[src/rtl/tick_gen.sv]
// Tick generator: edge-triggered start/stop/step control of a divide-by-(div+1) enable pulse.
// Zero latency from state to eu; no backpressure, eu is a plain single-cycle enable.
module tick_gen (
  input  logic       clock,
  input  logic       reset_,
  input  logic       start,
  input  logic       stop,
  input  logic       step,
  input  logic [7:0] div,
  output logic       eu,
  output logic       running
);

  typedef enum logic [1:0] {
    IDLE = 2'd0,
    RUN  = 2'd1,
    STEP = 2'd2
  } state_t;

  state_t     state_q;
  logic [7:0] cnt_q;
  logic       start_q;
  logic       stop_q;
  logic       step_q;

  logic start_edge;
  logic stop_edge;
  logic step_edge;

  assign start_edge = start & ~start_q;
  assign stop_edge  = stop  & ~stop_q;
  assign step_edge  = step  & ~step_q;

  // div feeds the compare directly so a mid-run change takes effect in the same cycle.
  assign eu      = ((state_q == RUN) && (cnt_q >= div)) || (state_q == STEP);
  assign running = (state_q == RUN);

  always_ff @(posedge clock or negedge reset_) begin
    if (!reset_) begin
      state_q <= IDLE;
      cnt_q   <= 8'd0;
      start_q <= 1'b0;
      stop_q  <= 1'b0;
      step_q  <= 1'b0;
    end else begin
      start_q <= start;
      stop_q  <= stop;
      step_q  <= step;
      case (state_q)
        IDLE: begin
          cnt_q <= 8'd0;
          if (stop_edge) begin
            state_q <= IDLE;
          end else if (start_edge) begin
            state_q <= RUN;
          end else if (step_edge) begin
            state_q <= STEP;
          end
        end
        RUN: begin
          if (stop_edge) begin
            state_q <= IDLE;
            cnt_q   <= 8'd0;
          end else if (cnt_q >= div) begin
            cnt_q <= 8'd0;
          end else begin
            cnt_q <= cnt_q + 8'd1;
          end
        end
        STEP: begin
          state_q <= IDLE;
          cnt_q   <= 8'd0;
        end
        default: begin
          state_q <= IDLE;
          cnt_q   <= 8'd0;
        end
      endcase
    end
  end

endmodule
[config.mk]
export PLATFORM = sky130hd
export DESIGN_NAME = tick_gen
export DESIGN_NICKNAME = d
export VERILOG_FILES = /design/src/rtl/tick_gen.sv
export SDC_FILE = /design/constraint.sdc
export NUM_CORES = 1
export LEC_CHECK = 0
export CORE_MARGIN = 1.5
export CORE_UTILIZATION = 44
export DETAILED_ROUTE_END_ITERATION = 10
export GPL_TIMING_DRIVEN = 0
export PLACE_DENSITY = 0.79
export SYNTH_ARGS = -nofsm -noshare
export SYNTH_HDL_FRONTEND = slang
export SYNTH_SLANG_ARGS = --single-unit
[constraint.sdc]
create_clock -name clock -period 1.9 [get_ports clock]
set_input_delay 0.38 -clock clock [delete_from_list [all_inputs] [get_ports clock]]
set_output_delay 0.38 -clock clock [all_outputs]
set_load 0.02 [all_outputs]
==> out/metrics.yaml, run 1 <==
outcome: "complete, but fails checks"
violations: "design-rule violations, negative setup slack"
grt_pass1_wl_um: 2480
r2r_slack_ns: 0.13
seq_area_um2: 329
rr_worst_depth: 6
crit_fanout: 2
rsz0062_at_grt: "true"
synth_cell_type_count: 20
io_pins: 15
r2r-start: "cnt_q[5]"
cap_violations: 0
slew_headroom_pct: 63.4
portBuffers: 14
fmax_ghz: 0.457
cp_data_arrival_time_ns: 1.81
vias_per_cell: 5.31
layout-drive-gt1-share_pct: 30.6
syn_inst: 72
multi_input_area_um2: 460
fin_setup_tns_ns: -0.287
synth.largest_area_cell: "dfrtp_1"
wire_per_inst_um: 13.6
ir_drop_mv: 0.463
cp-start-kind: "flop"
cts_root_buf: "clkbuf_4"
drc_errors: 1
final.setup.worst_slack_ns: -0.287
die_width_um: 44.5
routabilityCongestion: 0.696
firstDrtPassIters: 7
synthTopCellsByArea: "dfrtp_1, ha_1, nor3_1"
placed_cell_area_um2: 955
min_path_type: "input pin to async pin"
finClkSkew_ns: 0.00140
cts_tree: "built"
syn_avg_cell_area_um2: 10.5
syn-num-nets: 94
setup_viol: 1
worstMarginPinSlew_ns: 0.547
drt_wl_total_um: 1550
stdcell_area_um2: 1080
fillCellCount: 113
ys_seq_area_share_pct: 43.0
r2r-end: "cnt_q[3]"
worstPathRequired_ns: 1.52
postRouteAntennaNets: 0
initial_core_util_pct: 48.6
leakagePower_nw: 0.542
antenna-diode-count: 0
synth.top_cell.area_share_pct: 43.0
period_share_pct: 115
ys_ff_latch: 13
report.final.slew_viol_count: 0
drt-initial-drc-count: 15
rows: 14
grt_util_all_layers_pct: 18.0
whs_ns: 0.462
antenna_found_initial: 0
cts_buffers: 3
hpwlAfterDp_um: 1060
area_growth_pct: 42.6
grt-ovfl-total: 0
clk_latency_ns: 0.27
postLayoutCoreUtil_pct: 69.3
power-per-cell-area_nw_per_um2: 536
clk_pin_slew_ns: 0.07
vias: 605
htreeDepth: 1
finalHoldViolCount: 0
die_y_um: 44.5
dieArea_um2: 1980
ys_warn_count: 0
syn-cell-area_um2: 757
core_um2: 1560
cts.sinks: 13
cts_buffer_depth: 2
grt_pass1_vias: 579
min_period_ns: 2.19
nNetsFinal: 121
worstSetupPathType: "flop to output pin"
grt_max_degree: 14
cp-end-kind: "output pin"
## routing by layer
metal  global-route usage [%]  share of wire, %  up-vias
met1                     20.5                42      289
met2                     32.2                53       12
met3                     6.12               4.0        4
met5                        0                 0        -
met4                     3.64              0.84        0
li1                         -                 -      300
## kinds of logic (layout without fill, tap and decap cells)
| group | Yosys count | in the layout | synth area share (%) |
|---|---|---|---|
| and+or+nand+nor | 24 | 24 | 16.7 |
| DFF | 13 | 13 | 43.0 |
| xor gates and xnor gates | 6 | 6 | 6.94 |
| adders and majority gates | 9 | 9 | 14.9 |
| buffers and inverters | 12 | 38 | 5.95 |
| AOI/OAI and AO/OA | 8 | 8 | 12.6 |
## placed cells by master, fill, tap and decap left out, types with 2 or more instances in the layout
cell             instances
a211o_1                  2
a21oi_1                  2
buf_4                    8
clkbuf_4                 3
clkdlybuf4s50_1          5
dfrtp_1                 10
dfrtp_2                  3
dlygate4sd2_1            6
dlymetal6s2s_1           2
ha_1                     2
ha_2                     3
ha_4                     4
inv_1                    8
inv_2                    4
nand2_1                  3
nand3_1                  3
nor2_1                   2
nor2b_1                  3
nor3_1                   9
xnor2_1                  3
xor2_1                   3
## cell usage after synthesis (all sizes together)
| library cell | number |
|---|---|
| inv | 12 |
| nor2b | 3 |
| nand3 | 3 |
| nor3 | 9 |
| nor2 | 2 |
| a211o | 2 |
| ha | 9 |
| a21o | 1 |
| and3 | 1 |
| nand2 | 3 |
| dfrtp | 13 |
| o211ai | 1 |
| xnor2 | 3 |
| a21oi | 2 |
| nand2b | 1 |
| and4b | 1 |
| a31oi | 1 |
| o311ai | 1 |
| xor2 | 3 |
| nand4 | 1 |
## state kept, by name (all words and copies together) (netlist names)
name and cells:
cnt_q 8, stop_q 1, start_q 1, state_q 2
step_q 1
## worst max-delay path, stage by stage (launching register included)
cell and delay [ns]:
dfrtp_2 0.43, ha_4 0.24, a211o_1 0.32, o211ai_4 0.10
o311ai_4 0.14, a21o_1 0.18, buf_6 0.12
## worst max-delay path by stage
stage | start | endpoint | slack [ns] | depth (start not counted)
global route | cnt_q[2] | eu | -0.35 | 6
detailed placement | div[7] | eu | -1.08 | 7
global placement | div[7] | eu | -1.07 | 7
floorplan | cnt_q[2] | eu | -0.01 | 5
finish | cnt_q[5] | eu | -0.29 | 6
CTS | cnt_q[2] | eu | -0.36 | 6
## layout make-up
class,instances,share of cell area (%)
multi-input cells,47,42.6
well taps,16,1.85
inverters,12,4.17
repair buffers,22,18.4
clock buffers,4,2.43
flip-flops and latches,13,30.5
## through the flow
stage	instances	total power, W	setup slack, ns
floorplan	72	0.000353	-0.0125
global placement	102	0.000399	-1.07
detailed placement	102	0.000403	-1.08
CTS	109	0.000566	-0.363
global route	114	0.000614	-0.345
finish	114	0.000578	-0.287
## power breakdown
group | internal, W | total, W | switching, W
registers | 0.000288 | 0.000297 | 0.00000876
clock network | 0.0000814 | 0.000161 | 0.0000793
logic | 0.0000642 | 0.000121 | 0.0000567
## what timing repair did
| action | CTS | global route |
|---|---|---|
| buffers inserted | 3 | 5 |
| gates resized for setup | 19 | 7 |
| pin swaps | 9 | 4 |
| hold buffers | 0 | 0 |
| endpoints found under the setup margin | 1 | 2 |
Power figures use the tool's default switching activity.
==> inputs of run 2 (changes only) <==
==> config.mk (replaced) <==
export PLATFORM = sky130hd
export DESIGN_NAME = tick_gen
export DESIGN_NICKNAME = d
export VERILOG_FILES = /design/src/rtl/tick_gen.sv
export SDC_FILE = /design/constraint.sdc
export NUM_CORES = 1
export LEC_CHECK = 0
export CAP_MARGIN = 20
export CORE_UTILIZATION = 53
export DETAILED_ROUTE_END_ITERATION = 10
export DONT_BUFFER_PORTS = 1
export GPL_TIMING_DRIVEN = 0
export PLACE_DENSITY = 0.78
export SYNTH_ARGS = -nofsm -noshare
export SYNTH_HDL_FRONTEND = slang
export SYNTH_SLANG_ARGS = --single-unit
==> run 2 against run 1 <==
  * The flow finishes with violations (negative setup slack)
  * Design area fell by 14%
  * Fmax up 3.2%
  * Sequential power hardly changed
  * Via count is 9.4% lower
  * Hold slack worse by 0.34 ns
  * Final cell count decreased by 13%
  * Count of clock-buffer cells in the layout decreased by 1
  * Critical path depth fell by 1
  * Core utilization up 1.1 points
==> out/metrics.yaml, run 2 (synthesis gave the netlist of run 1 again) <==
grt_pass1_vias: 533
drt_wl_total_um: 1470
cts_buffers: 3
grt-ovfl-total: 0
stdcell_area_um2: 927
worstMarginPinSlew_ns: 0.588
multi_input_area_um2: 445
htreeDepth: 1
vias_per_cell: 5.54
final_cell_mix: "inv_1, dfrtp_1, nor3_1"
switchingPower_w: 0.000150
layout-drive-gt1-share_pct: 25.0
leakagePower_nw: 0.464
min_path_type: "input pin to flop"
m1WireLength_um: 601
worstHoldStart: "stop"
clk_pin_slew_ns: 0.08
wl_met2_um: 815
power-per-cell-area_nw_per_um2: 592
outcome: "complete, but fails checks"
die_width_um: 39.8
fmax_ghz: 0.472
finClkSkew_ns: 0.00181
pwr-share-clk_pct: 31.4
grt_max_degree: 14
grt_pass1_wl_um: 2200
vias: 548
grt_util_all_layers_pct: 21.6
drc_errors: 0
postRouteAntennaNets: 0
p_total_w: 0.000549
period_share_pct: 112
antenna-diode-count: 0
cp-end-kind: "output pin"
slew_headroom_pct: 60.7
die_y_um: 39.8
clk_latency_ns: 0.28
combPwrFrac_pct: 14.8
drt-initial-drc-count: 19
top_regs: "cnt_q (8), state_q (2)"
wl_met3_um: 48
cts.sinks: 13
netSwitchingFraction_pct: 27.4
placedCellCount: 87
p_int_w: 0.000399
rows: 13
firstDrtPassIters: 4
antenna_found_initial: 0
cp-start-kind: "flop"
nNetsFinal: 107
cts_buffer_depth: 2
core_um2: 1320
fin_setup_tns_ns: -0.220
ir_drop_mv: 0.423
placed_cell_area_um2: 813
dieArea_um2: 1580
cts_root_buf: "clkbuf_4"
seqPwrFrac_pct: 53.8
setup_viol: 1
violations: "negative setup slack"
startpoint: "cnt_q[2]"
portBuffers: 0
largest_reg_flops: 8
instances_no_fill: 99
worstPathRequired_ns: 1.52
wire_per_inst_um: 14.8
report.final.slew_viol_count: 0
initial_core_util_pct: 57.5
hpwlAfterDp_um: 1070
cp_data_arrival_time_ns: 1.74
min_period_ns: 2.12
seq_area_um2: 328
routabilityCongestion: 0.773
cts_tree: "built"
crit_fanout: 2
r2r-start: "cnt_q[2]"
io_pins: 15
area_growth_pct: 22.5
worstSetupPathType: "flop to output pin"
cap_violations: 0
regMostFlops: "cnt_q"
final.setup.worst_slack_ns: -0.220
dr.max_layer_used: "met3"
fillCellCount: 97
finalHoldViolCount: 0
rsz0062_at_grt: "true"
==> run 2: layer usage <==
| layer | vias to the layer above | GRT usage (%) |
|---|---|---|
| li1 | 272 | - |
| met1 | 266 | 24.9 |
| met2 | 10 | 38.1 |
| met3 | 0 | 6.82 |
| met4 | 0 | 5.17 |
| met5 | - | 0 |
==> run 2: timing repair <==
action                                  CTS  global route
resized for setup                         2             2
hold buffers                              1             0
hold endpoints to repair                 13             0
endpoints found under the setup margin    1             1
pin swaps                                 2             1
setup buffers                             6             1
==> run 2: final timing paths <==
check | endpoint | slack, ns | cells past startpoint
worst max-delay path | eu | -0.22 | 5
worst min-delay path | stop_q | 0.12 | 0
worst max register to register | cnt_q[6] | 0.18 | 6
worst min register to register | state_q[1] | 0.53 | 1
max in group asynchronous | cnt_q[2] | 0.95 | 1
min in group asynchronous | stop_q | 0.54 | 1
==> run 2: stage by stage <==
step | util, % | hold slack (ns) | setup slack (ns)
3_3_place_gp | 61.7 | 0.0846 | -0.154
3_5_place_dp | 61.7 | 0.0846 | -0.160
4_1_cts | 69.0 | 0.120 | -0.243
6_report | 70.4 | 0.122 | -0.220
5_1_grt | 70.4 | 0.110 | -0.282
2_1_floorplan | - | 0.0844 | -0.0125
==> run 2: power groups by stage <==
stage | sequential, W | combinational, W | clock (W)
2_1_floorplan | 0.000300 | 0.0000534 | 0
3_3_place_gp | 0.000302 | 0.0000594 | 0
3_5_place_dp | 0.000303 | 0.0000628 | 0
4_1_cts | 0.000295 | 0.0000773 | 0.000175
5_1_grt | 0.000297 | 0.0000927 | 0.000183
6_report | 0.000295 | 0.0000813 | 0.000172
==> run 2: worst max-delay path, cell delays in order (launching register included) <==
cell and delay, ns:
dfrtp_2 0.43, ha_4 0.23, a211o_1 0.28, a31oi_4 0.17, o311ai_4 0.10, a21o_1 0.25
==> run 2: area by class of cell <==
cell class	count	area share [%]
clock buffer	3	2.43
sequential	13	35.4
tap	15	2.02
timing repair buffer	8	6.75
clock inverter	1	0.540
multi-input combinational	47	48.0
inverter	12	4.86
==> edit 1: new RTL, config.mk and constraints of run 2 <==
Encoding of `state_t`: now one-hot (3 bits for 3 states).
--- a/src/rtl/tick_gen.sv
+++ b/src/rtl/tick_gen.sv
@@ -11,10 +11,10 @@
   output logic       running
 );
 
-  typedef enum logic [1:0] {
-    IDLE = 2'd0,
-    RUN  = 2'd1,
-    STEP = 2'd2
+  typedef enum logic [2:0] {
+    IDLE = 3'b001,
+    RUN  = 3'b010,
+    STEP = 3'b100
   } state_t;
 
   state_t     state_q;
Formal check against the unedited RTL: no difference found for any inputs over 10 cycles, from zero or initial values and one cycle with reset_ low; not proved beyond that.
==> edit 1 against run 2 <==
The flow still finishes with violations (negative setup slack); wire length is 11% higher; final area is 9.3% higher; sequential share of layout area is 0.67 points lower; total power is 9.3% higher; die area is 3.8% higher; worst setup slack better by 79 ps; sequential cell count is 1 higher; synthesized area is 4.0% higher; largest power group unchanged; highest routed layer is now met4.
==> edit 1: results (changes against run 2) <==
cells_and_area:
  layout-drive-gt1-share_pct: 28.4  # +3.4 points
  largestRegisters: "cnt_q x8, state_q x3"
  final_util_pct: 76.0  # +5.6 points
  layout.nets: 118  # +10%
  nFillCells: 76  # -22%
global_routing:
  grt_start_max_net_pins: 15  # +1
  grt_usage_pct: 20.6  # -1.0 points
  grt_pass1_wl_mm: 2.02  # -8.2%
sta:
  final.setup.worst_slack_ps: -141  # +78.8 ps
  finalSetupViolations: 1  # unchanged
power_and_ir_drop:
  p_comb_w: 0.0000624  # -23%
  p_sw_share_pct: 24.5  # -2.9 points
  p_comb_share_pct: 10.4  # -4.4 points
  peakVddDrop_v: 0.000399  # -5.6%
worst_setup_path:
  r2r-start: "cnt_q[3]"
  r2r_slack_ps: 60  # -120 ps
  critPathLaunch: "cnt_q[6]"
yosys:
  syn_nets: 102  # +8.5%
  ys_seq_area_share_pct: 44.7  # +1.7 points
  synth.area.top_cells: "dfrtp_1 (41%), ha_1 (14%), nor3_1 (5.7%)"
  yosysUniqueCellTypes: 23  # +15%
  synthTopCellsByCount: "dfrtp_1 (13), ha_1 (9), inv_1 (9), nor3_1 (9), nand2_1 (6)"
placed_design:
  dp_hpwl_mm: 1.04  # -2.8%
outcome:
  outcome: "complete, but fails checks"
  violations: "negative setup slack"
drt:
  via_per_inst: 5.37  # -2.9%
## edit 1: repair_timing
item	in CTS	in global routing
hold endpoints to repair	14	0
resized for setup	7	3
setup buffers	9	1
hold buffers	1	0
pin swaps	7	1
endpoints found under the setup margin	2	4
## edit 1: critical path, stage by stage, from the launching register on
cell	delay [ps]
dfrtp_1	420
ha_4	280
nand4_1	110
nor2_2	150
nand2_2	90
a311oi_4	330
## edit 1: worst min path at each step
stage / startpoint / to / depth (start not counted)
after global placement: reset_ / stop_q / 0
after CTS: start / start_q / 0
after floorplan: reset_ / cnt_q[0] / 0
final: start / start_q / 0
after detailed placement: reset_ / stop_q / 0
after global routing: start / start_q / 0
## edit 1: cell type report
class | count | area, um^2 | share of cell area (%)
sequential | 14 | 352 | 34.7
clock buffer | 4 | 36.3 | 3.58
multi-input combinational | 57 | 488 | 48.1
inverter | 9 | 33.8 | 3.33
timing repair buffer | 11 | 85.1 | 8.40
tap | 15 | 18.8 | 1.85
## edit 1: kinds of logic after synthesis
family / Yosys count / synth area share, %
buffers and inverters: 9 / 4.29
XOR/XNOR: 7 / 7.79
AO/OA/AOI/OAI: 9 / 8.74
AND/OR/NAND/NOR: 32 / 20.2
adder cells (fa/ha/maj): 9 / 14.3
flip-flops: 14 / 44.7
## edit 1: metrics by stage
step	cell area, um^2	TNS (ps)	cells
floorplan	793	0	80
global placement	812	-0.567	95
detailed placement	812	-26.5	95
CTS	986	-110	109
global route	1010	-233	110
finish	1010	-141	110
## edit 1: routing by layer
layer	GRT usage, %	wire length (um)	vias to the layer above
li1	-	-	305
met1	20.5	718	269
met2	36.5	821	12
met3	5.00	40	5
met4	15.0	40	0
met5	0	0	-
==> edit 2: new RTL, flow settings as in run 2 <==
Made on the original files. Add an input register stage for `start`, `stop`, `step` and `div`, cleared by the reset; this delays them by one clock. Comments in the files are not updated.
--- a/src/rtl/tick_gen.sv
+++ b/src/rtl/tick_gen.sv
@@ -17,6 +17,25 @@
     STEP = 2'd2
   } state_t;
 
+  logic start_r;
+  logic stop_r;
+  logic step_r;
+  logic [7:0] div_q;
+
+  always_ff @(posedge clock or negedge reset_) begin
+    if (!reset_) begin
+      start_r <= '0;
+      stop_r  <= '0;
+      step_r  <= '0;
+      div_q   <= '0;
+    end else begin
+      start_r <= start;
+      stop_r  <= stop;
+      step_r  <= step;
+      div_q   <= div;
+    end
+  end
+
   state_t     state_q;
   logic [7:0] cnt_q;
   logic       start_q;
@@ -27,12 +46,12 @@
   logic stop_edge;
   logic step_edge;
 
-  assign start_edge = start & ~start_q;
-  assign stop_edge  = stop  & ~stop_q;
-  assign step_edge  = step  & ~step_q;
+  assign start_edge = start_r & ~start_q;
+  assign stop_edge  = stop_r & ~stop_q;
+  assign step_edge  = step_r & ~step_q;
 
   // div feeds the compare directly so a mid-run change takes effect in the same cycle.
-  assign eu      = ((state_q == RUN) && (cnt_q >= div)) || (state_q == STEP);
+  assign eu      = ((state_q == RUN) && (cnt_q >= div_q)) || (state_q == STEP);
   assign running = (state_q == RUN);
 
   always_ff @(posedge clock or negedge reset_) begin
@@ -43,9 +62,9 @@
       stop_q  <= 1'b0;
       step_q  <= 1'b0;
     end else begin
-      start_q <= start;
-      stop_q  <= stop;
-      step_q  <= step;
+      start_q <= start_r;
+      stop_q  <= stop_r;
+      step_q  <= step_r;
       case (state_q)
         IDLE: begin
           cnt_q <= 8'd0;
@@ -61,7 +80,7 @@
           if (stop_edge) begin
             state_q <= IDLE;
             cnt_q   <= 8'd0;
-          end else if (cnt_q >= div) begin
+          end else if (cnt_q >= div_q) begin
             cnt_q <= 8'd0;
           end else begin
             cnt_q <= cnt_q + 8'd1;
Check against the original RTL: not equivalent (Yosys sat finds a counterexample within 4 cycles, from zero or initial values and one cycle with reset_ low).
==> edit 2 against run 2 <==
The run still ends with negative setup slack left; clock skew rose by 4.0 ps; sequential cell count grew 11; total power grew 54%; worst setup slack worse by 45 ps; die area increased by 34%; synthesized area rose by 36%; critical path depth fell by 1; final cell count rose by 20%; wire length increased by 13%; final area increased by 33%; first-iteration DRC count fell by 84%; largest cell class is now sequential cells.
==> edit 2: results (changes against run 2) <==
power_and_ir_drop:
  pg_seq_w: 0.000545  # +85%
  p_comb_share_pct: 11.4  # -3.4 points
cells_and_area:
  layout-drive-gt1-share_pct: 21.3  # -3.7 points
  syn_to_final_growth_pct: 19.0
  multi_input_area_share_pct: 36.3  # -12 points
  seq_share_pct: 49.0  # +14 points
  largestRegisters: "cnt_q x8, div_q x8, state_q x2"
yosys:
  synthAdderAreaFrac_pct: 10.9  # -4.0 points
  synth.area.top_cells: "dfrtp_1 (58%), ha_1 (11%), nor3_1 (4.4%)"
  synth-compound-area-share_pct: 9.21  # -3.3 points
  syn_nets: 105  # +12%
  ys_seq_area_share_pct: 58.2  # +15 points
  synthTopCellsByCount: "dfrtp_1 (24), inv_1 (12), ha_1 (9), nor3_1 (9)"
placed_design:
  gp_congestion: 0.718  # -7.1%
  place_area_um2: 1090  # +34%
drt:
  via_count: 618  # +13%
  drt_iter0_markers: 3  # -16
  drt-met1-wl_um: 712  # +18%
  highest_layer: "met4"
  wl_met2_um: 875  # +7.4%
  wl_met3_um: 55  # +15%
outcome:
  outcome: "complete, but fails checks"
  violations: "negative setup slack"
global_routing:
  grt_use_met1_pct: 23.2  # -1.7 points
  grt_start_max_net_pins: 25  # +11
  grt_pass1_wl_mm: 2.68  # +22%
  use_met2_pct: 31.8  # -6.3 points
  grt_pass1_vias: 643  # +21%
clocking:
  insertion_delay_ps: 300  # +20 ps
sta:
  final.setup.worst_slack_ps: -265  # -45.4 ps
  finalSetupViolations: 1  # unchanged
worst_setup_path:
  critPathLaunch: "cnt_q[4]"
  cp.arrival_ps: 1790  # +50 ps
  r2r_end: "cnt_q[5]"
  crit_path_max_fanout: 4  # +2
min_path:
  timing.hold.worst_endpoint: "start_r"
## edit 2: changes by cell type in the layout (fill, tap and decap cells not counted)
cell / delta
inv_2: +1
clkinv_2: -1
inv_1: -1
dfrtp_1: +12
buf_4: -1
dfrtp_2: -1
buf_16: +1
## edit 2: stage by stage
step,TNS (ps),worst slack (ps),instances,hold slack (ps),total power [W]
global placement,-158,-158,108,85.0,0.000616
detailed placement,-174,-174,108,84.9,0.000620
floorplan,-12.5,-12.5,83,84.4,0.000606
global route,-346,-346,119,70.2,0.000887
CTS,-308,-308,118,86.9,0.000844
finish,-265,-265,119,95.0,0.000846
## edit 2: worst max-delay path, stage by stage, from the launching register on
cell	delay (ps)
dfrtp_1	440
ha_1	300
nand4_1	160
o311ai_4	330
a21o_1	260
## edit 2: timing repair
action                                  CTS  global route
endpoints found under the setup margin    1             1
resized for setup                         3             3
hold buffers                              1             0
cloned                                    0             0
pin swaps                                 3             4
hold endpoints to repair                 24             0
buffers inserted                          6             0
